===== src/rtl/mc_pkg.sv =====
// Shared constants for the multi-cycle MIPS control unit: FSM state codes, opcode/funct
// values, ALU operation codes and datapath select encodings.
package mc_pkg;

  typedef logic [3:0] state_t;

  localparam state_t StFetch    = 4'd0;
  localparam state_t StDecode   = 4'd1;
  localparam state_t StMemAddr  = 4'd2;
  localparam state_t StMemRd    = 4'd3;
  localparam state_t StMemWb    = 4'd4;
  localparam state_t StMemWr    = 4'd5;
  localparam state_t StRExec    = 4'd6;
  localparam state_t StRWb      = 4'd7;
  localparam state_t StBranch   = 4'd8;
  localparam state_t StJump     = 4'd9;
`ifdef MC_ADDI_EN
  localparam state_t StAddiExec = 4'd10;
  localparam state_t StAddiWb   = 4'd11;
`endif

  localparam logic [5:0] OpRtype = 6'h00;
  localparam logic [5:0] OpJ     = 6'h02;
  localparam logic [5:0] OpBeq   = 6'h04;
  localparam logic [5:0] OpAddi  = 6'h08;
  localparam logic [5:0] OpLw    = 6'h23;
  localparam logic [5:0] OpSw    = 6'h2B;

  localparam logic [5:0] FnAdd = 6'h20;
  localparam logic [5:0] FnSub = 6'h22;
  localparam logic [5:0] FnAnd = 6'h24;
  localparam logic [5:0] FnOr  = 6'h25;
  localparam logic [5:0] FnNor = 6'h27;
  localparam logic [5:0] FnSlt = 6'h2A;

  localparam logic [3:0] AluAnd  = 4'b0000;
  localparam logic [3:0] AluOr   = 4'b0001;
  localparam logic [3:0] AluAdd  = 4'b0010;
  localparam logic [3:0] AluSub  = 4'b0110;
  localparam logic [3:0] AluSlt  = 4'b0111;
  localparam logic [3:0] AluNor  = 4'b1100;
  localparam logic [3:0] AluShl1 = 4'b1111;

  localparam logic [1:0] SrcBReg   = 2'b00;
  localparam logic [1:0] SrcBFour  = 2'b01;
  localparam logic [1:0] SrcBImm   = 2'b10;
  localparam logic [1:0] SrcBImmSh = 2'b11;

  localparam logic [1:0] PcAlu    = 2'b00;
  localparam logic [1:0] PcAluOut = 2'b01;
  localparam logic [1:0] PcJump   = 2'b10;

endpackage


===== src/rtl/mc_alu_decode.sv =====
// R-type funct field to ALU operation decode; valid is low for unsupported funct codes.
module mc_alu_decode
  import mc_pkg::*;
(
  input  logic [5:0] funct,
  output logic [3:0] alu_op,
  output logic       valid
);

  always_comb begin
    alu_op = AluAdd;
    valid  = 1'b1;
    case (funct)
      FnAdd:   alu_op = AluAdd;
      FnSub:   alu_op = AluSub;
      FnAnd:   alu_op = AluAnd;
      FnOr:    alu_op = AluOr;
      FnNor:   alu_op = AluNor;
      FnSlt:   alu_op = AluSlt;
      default: valid  = 1'b0;
    endcase
  end

endmodule


===== src/rtl/mc_control.sv =====
// Multi-cycle MIPS control FSM (Moore, except pc_write/ir_write gating).
// Define MC_ADDI_EN to support addi; otherwise opcode 0x08 decodes as illegal.
module mc_control
  import mc_pkg::*;
(
  input  logic       clk,
  input  logic       rst,
  input  logic [5:0] opcode,
  input  logic [5:0] funct,
  input  logic       zf,
  input  logic       mem_ready,
  output logic [3:0] alu_op,
  output logic       alu_src_a,
  output logic [1:0] alu_src_b,
  output logic [1:0] pc_source,
  output logic       pc_write,
  output logic       i_or_d,
  output logic       mem_read,
  output logic       mem_write,
  output logic       ir_write,
  output logic       reg_dst,
  output logic       mem_to_reg,
  output logic       reg_write,
  output logic       illegal
);

  state_t     state_q, state_d;
  logic       illegal_q, illegal_d;
  logic [3:0] r_alu_op;
  logic       r_valid;

  mc_alu_decode u_alu_decode (
    .funct  (funct),
    .alu_op (r_alu_op),
    .valid  (r_valid)
  );

  always_comb begin
    state_d   = state_q;
    illegal_d = illegal_q;
    case (state_q)
      StFetch:  if (mem_ready) state_d = StDecode;
      StDecode: begin
        state_d = StFetch;
        case (opcode)
          OpLw, OpSw: state_d = StMemAddr;
          OpRtype: begin
            if (r_valid) state_d = StRExec;
            else         illegal_d = 1'b1;
          end
          OpBeq:      state_d = StBranch;
          OpJ:        state_d = StJump;
`ifdef MC_ADDI_EN
          OpAddi:     state_d = StAddiExec;
`endif
          default:    illegal_d = 1'b1;
        endcase
      end
      StMemAddr: state_d = (opcode == OpSw) ? StMemWr : StMemRd;
      StMemRd:   if (mem_ready) state_d = StMemWb;
      StMemWr:   if (mem_ready) state_d = StFetch;
      StRExec:   state_d = StRWb;
`ifdef MC_ADDI_EN
      StAddiExec: state_d = StAddiWb;
`endif
      default:   state_d = StFetch;
    endcase
  end

  // Reset overrides the state decode so nothing is written in the reset cycle.
  always_comb begin
    alu_op     = AluAdd;
    alu_src_a  = 1'b0;
    alu_src_b  = SrcBReg;
    pc_source  = PcAlu;
    pc_write   = 1'b0;
    i_or_d     = 1'b0;
    mem_read   = 1'b0;
    mem_write  = 1'b0;
    ir_write   = 1'b0;
    reg_dst    = 1'b0;
    mem_to_reg = 1'b0;
    reg_write  = 1'b0;
    if (!rst) begin
      case (state_q)
        StFetch: begin
          mem_read  = 1'b1;
          alu_src_b = SrcBFour;
          ir_write  = mem_ready;
          pc_write  = mem_ready;
        end
        StDecode:  alu_src_b = SrcBImmSh;
        StMemAddr: begin
          alu_src_a = 1'b1;
          alu_src_b = SrcBImm;
        end
        StMemRd: begin
          mem_read = 1'b1;
          i_or_d   = 1'b1;
        end
        StMemWb: begin
          reg_write  = 1'b1;
          mem_to_reg = 1'b1;
        end
        StMemWr: begin
          mem_write = 1'b1;
          i_or_d    = 1'b1;
        end
        StRExec: begin
          alu_src_a = 1'b1;
          alu_op    = r_alu_op;
        end
        StRWb: begin
          reg_write = 1'b1;
          reg_dst   = 1'b1;
        end
        StBranch: begin
          alu_src_a = 1'b1;
          alu_op    = AluSub;
          pc_source = PcAluOut;
          pc_write  = zf;
        end
        StJump: begin
          pc_source = PcJump;
          pc_write  = 1'b1;
        end
`ifdef MC_ADDI_EN
        StAddiExec: begin
          alu_src_a = 1'b1;
          alu_src_b = SrcBImm;
        end
        StAddiWb:  reg_write = 1'b1;
`endif
        default: ;
      endcase
    end
  end

  always_ff @(posedge clk) begin
    if (rst) begin
      state_q   <= StFetch;
      illegal_q <= 1'b0;
    end else begin
      state_q   <= state_d;
      illegal_q <= illegal_d;
    end
  end

  assign illegal = illegal_q;

endmodule


===== config.mk =====
export PLATFORM = sky130hd
export DESIGN_NAME = mc_control
export DESIGN_NICKNAME = d
export VERILOG_FILES = /design/src/rtl/mc_pkg.sv /design/src/rtl/mc_alu_decode.sv /design/src/rtl/mc_control.sv
export SDC_FILE = /design/constraint.sdc
export NUM_CORES = 1
export LEC_CHECK = 0
export CAP_MARGIN = 20
export CORE_MARGIN = 5
export CORE_UTILIZATION = 39
export CTS_CLUSTER_DIAMETER = 100
export DETAILED_ROUTE_END_ITERATION = 12
export GPL_ROUTABILITY_DRIVEN = 0
export PLACE_DENSITY = 0.83
export SKIP_LAST_GASP = 1
export SYNTH_ARGS = -nofsm -noshare
export SYNTH_HDL_FRONTEND = slang
export SYNTH_SLANG_ARGS = --single-unit

===== constraint.sdc =====
create_clock -name clk -period 3.55 [get_ports clk]
set_input_delay 0.5325 -clock clk [delete_from_list [all_inputs] [get_ports clk]]
set_output_delay 0.5325 -clock clk [all_outputs]
set_load 0.005 [all_outputs]

==> out/results.tsv <==
metric	value	unit
status	finished clean	
drt_first_iter_violations	12	
p_int	134	uW
numCtsBuffers	3	
grtUsageTotal	16.0	%
p_comb_share	30.1	%
max_freq	0.329	GHz
r2r_start	state_q[0]	
rsz0062_at_grt	false	
yosysSeqAreaShare	17.3	%
crit_required	3020	ps
final_cell_count_no_fill	133	
wl_per_cell	13.6	um
drt-total-wl	1810	um
wl_met1	758	um
clk_pin_slew_worst_paths	40	ps
fp.dieW	48.5	um
finalCriticalPeriod	3040	ps
firstDrtPassIters	4	
start_util	42.8	%
drtAntennaViolNets	0	
hold_viol	0	
ioPinCount	34	
clock-sinks	5	
netlist_instances	84	
syn_nets	100	
cts_setup_buffers	0	
endpoint_kind	primary output	
worstPathMaxFanout	7	
final.setup.tns	0	ps
grt_pass1_wl	3110	um
r2r-end	state_q[1]	
clk_latency	240	ps
dieArea	0.00235	mm2
maxCapViolations	0	
dp_hpwl	1460	um
path_class	in2out	
power_frac_seq	33.5	%
tightest_slew	533	ps
net-switching-power	48.6	uW
cts_root_buf	clkbuf_4	
ys_warn_count	0	
yosys-top-cells-area	dfxtp_1 (17%), nand2b_1 (7.6%), and3_1 (5.4%), a21oi_1 (5.2%), nor2_1 (5.2%)	
vias	749	
antenna_found_initial	0	
critPathLaunchType	input pin	
syn_area	578	um2
place_inst	129	
powerDensity	194	mW/mm2
drive_gt1_share	6.78	%
met2WireLength	892	um
hold_start	illegal	
reg2regPathDepth	4	
finalCritPeriodShare	85.6	%
grt_max_degree	17	
synth.distinct_cells	33	
io_buffers	33	
netSwitchingFraction	26.7	%
synth_area_per_cell	6.88	um2
diodes	0	
cts_tree	built	
rows	13	
r2r_slack	1970	ps
via_per_inst	5.63	
grt-ovfl-total	0	
top_layer	met4	
drc_errors	0	
min_to	illegal	
p_leak	0.000330	uW
hp-class	reg2reg	
syn2layout_area_growth	63.0	%
cts_resized	0	
arrival	2500	ps
finClkSkew	5.13	ps
cts_max_level	1	
hold_buffers	0	
clk_path_buf_depth	2	
pwr-share-clk	36.4	%
drv_slew	0	
fin_nets	135	
utilization	69.8	%
dieHeight	48.5	um
ys_ff_latch	5	
synth_area_leader_cell	dfxtp_1	
grt_pass1_vias	647	
vdd_ir_drop_max	0.213	mV
fin_total_pwr	182	uW
max_slew_margin	64.4	%
netlist.area_leader.share	17.3	%
core_area	0.00135	mm2
setup_viol	0	
wl_met3	148	um
whs_path_depth	1	
[stage by stage]
step / hold slack (ps) / worst slack [ps] / cell area [um2]
2_1_floorplan: 466 / 1660 / 578
3_3_place_gp: 457 / 584 / 916
3_5_place_dp: 461 / 519 / 916
4_1_cts: 475 / 510 / 942
5_1_grt: 524 / 391 / 942
6_report: 475 / 513 / 942
[registers in the layout, summed over array words and instances (netlist names)]
name     cells
illegal      1
state_q      4
[layer usage]
metal,vias up,GRT usage [%]
met1,336,20.0
met2,32,25.7
li1,379,-
met5,-,0
met3,2,5.81
met4,0,4.04
[worst max-delay path, stage by stage]
cell,delay [ps]
clkdlybuf4s50_1,500
or2_1,310
nor4_1,460
and3_1,210
clkdlybuf4s50_1,500
[worst max-delay path by stage]
stage                     startpoint   endpoint  slack, ps  cells after the start
after floorplan                  rst  alu_op[3]       1660                      3
after global placement           rst  alu_op[3]        580                      5
after detailed placement         rst  alu_op[3]        520                      5
after CTS                        rst  alu_op[3]        510                      5
after global routing             rst  alu_op[3]        390                      5
final                            rst  alu_op[3]        510                      5
[Yosys cell counts]
cell and number:
dfxtp_1 5, inv_2 1, o31ai_1 1, nor4b_1 1
mux2_1 1, nor2_1 8, clkbuf_1 3, nor3_2 1
nor4_1 3, a32o_1 1, nand4b_1 1, nand3_1 2
o311ai_1 2, nand2b_1 7, o211ai_1 1, or2_2 1
o21ai_0 5, or2_1 1, or4_4 1, xnor2_1 1
o21ai_1 1, nand3b_1 2, nand2_1 7, xor2_1 1
and3_1 5, nor3b_1 3, inv_1 3, nor3_1 5
a21oi_1 6, nor4_4 1, a2bb2oi_1 1, or3b_1 1
o21a_1 1
[kinds of logic (layout without fill, tap and decap cells)]
logic type	Yosys count	after routing	share of synthesized area (%)
xor gates and xnor gates	2	2	3.03
muxes	1	1	1.95
AOI/OAI and AO/OA	19	19	20.6
DFF	5	5	17.3
and+or+nand+nor	50	50	52.6
buffers and inverters	7	41	4.54
[final cells by class]
class	instances	area [um2]
well taps	15	18.8
repair buffers	33	330
inverters	4	15.0
fillers	126	408
clock buffers	4	26.3
flip-flops and latches	5	100
multi-input cells	72	452
[cell usage in the layout, fill, tap and decap left out]
cell | synthesis | final
clkbuf_4 | 0 | 3
nor4_4 | 1 | 1
xor2_1 | 1 | 1
o311ai_1 | 2 | 2
mux2_1 | 1 | 1
nand3b_1 | 2 | 2
or2_2 | 1 | 1
or2_1 | 1 | 1
and3_1 | 5 | 5
o211ai_1 | 1 | 1
or4_4 | 1 | 1
clkdlybuf4s50_1 | 0 | 33
inv_1 | 3 | 3
o21ai_1 | 1 | 1
o31ai_1 | 1 | 1
nand2b_1 | 7 | 7
nor3_1 | 5 | 5
a32o_1 | 1 | 1
nor4b_1 | 1 | 1
o21a_1 | 1 | 1
dfxtp_1 | 5 | 5
or3b_1 | 1 | 1
inv_2 | 1 | 1
nor3b_1 | 3 | 3
xnor2_1 | 1 | 1
nand4b_1 | 1 | 1
nor3_2 | 1 | 1
clkbuf_1 | 3 | 1
nand2_1 | 7 | 7
o21ai_0 | 5 | 5
a2bb2oi_1 | 1 | 1
nor2_1 | 8 | 8
a21oi_1 | 6 | 6
nand3_1 | 2 | 2
nor4_1 | 3 | 3
[power groups by stage]
stage	Combinational [uW]	Clock [uW]	Sequential, uW
after CTS	55.1	68.6	61.1
after global placement	54.3	0	62.0
after detailed placement	54.8	0	62.0
final	54.9	66.3	61.1
after floorplan	22.5	0	60.2
after global routing	60.5	73.2	61.6
Power figures use the tool's default switching activity.
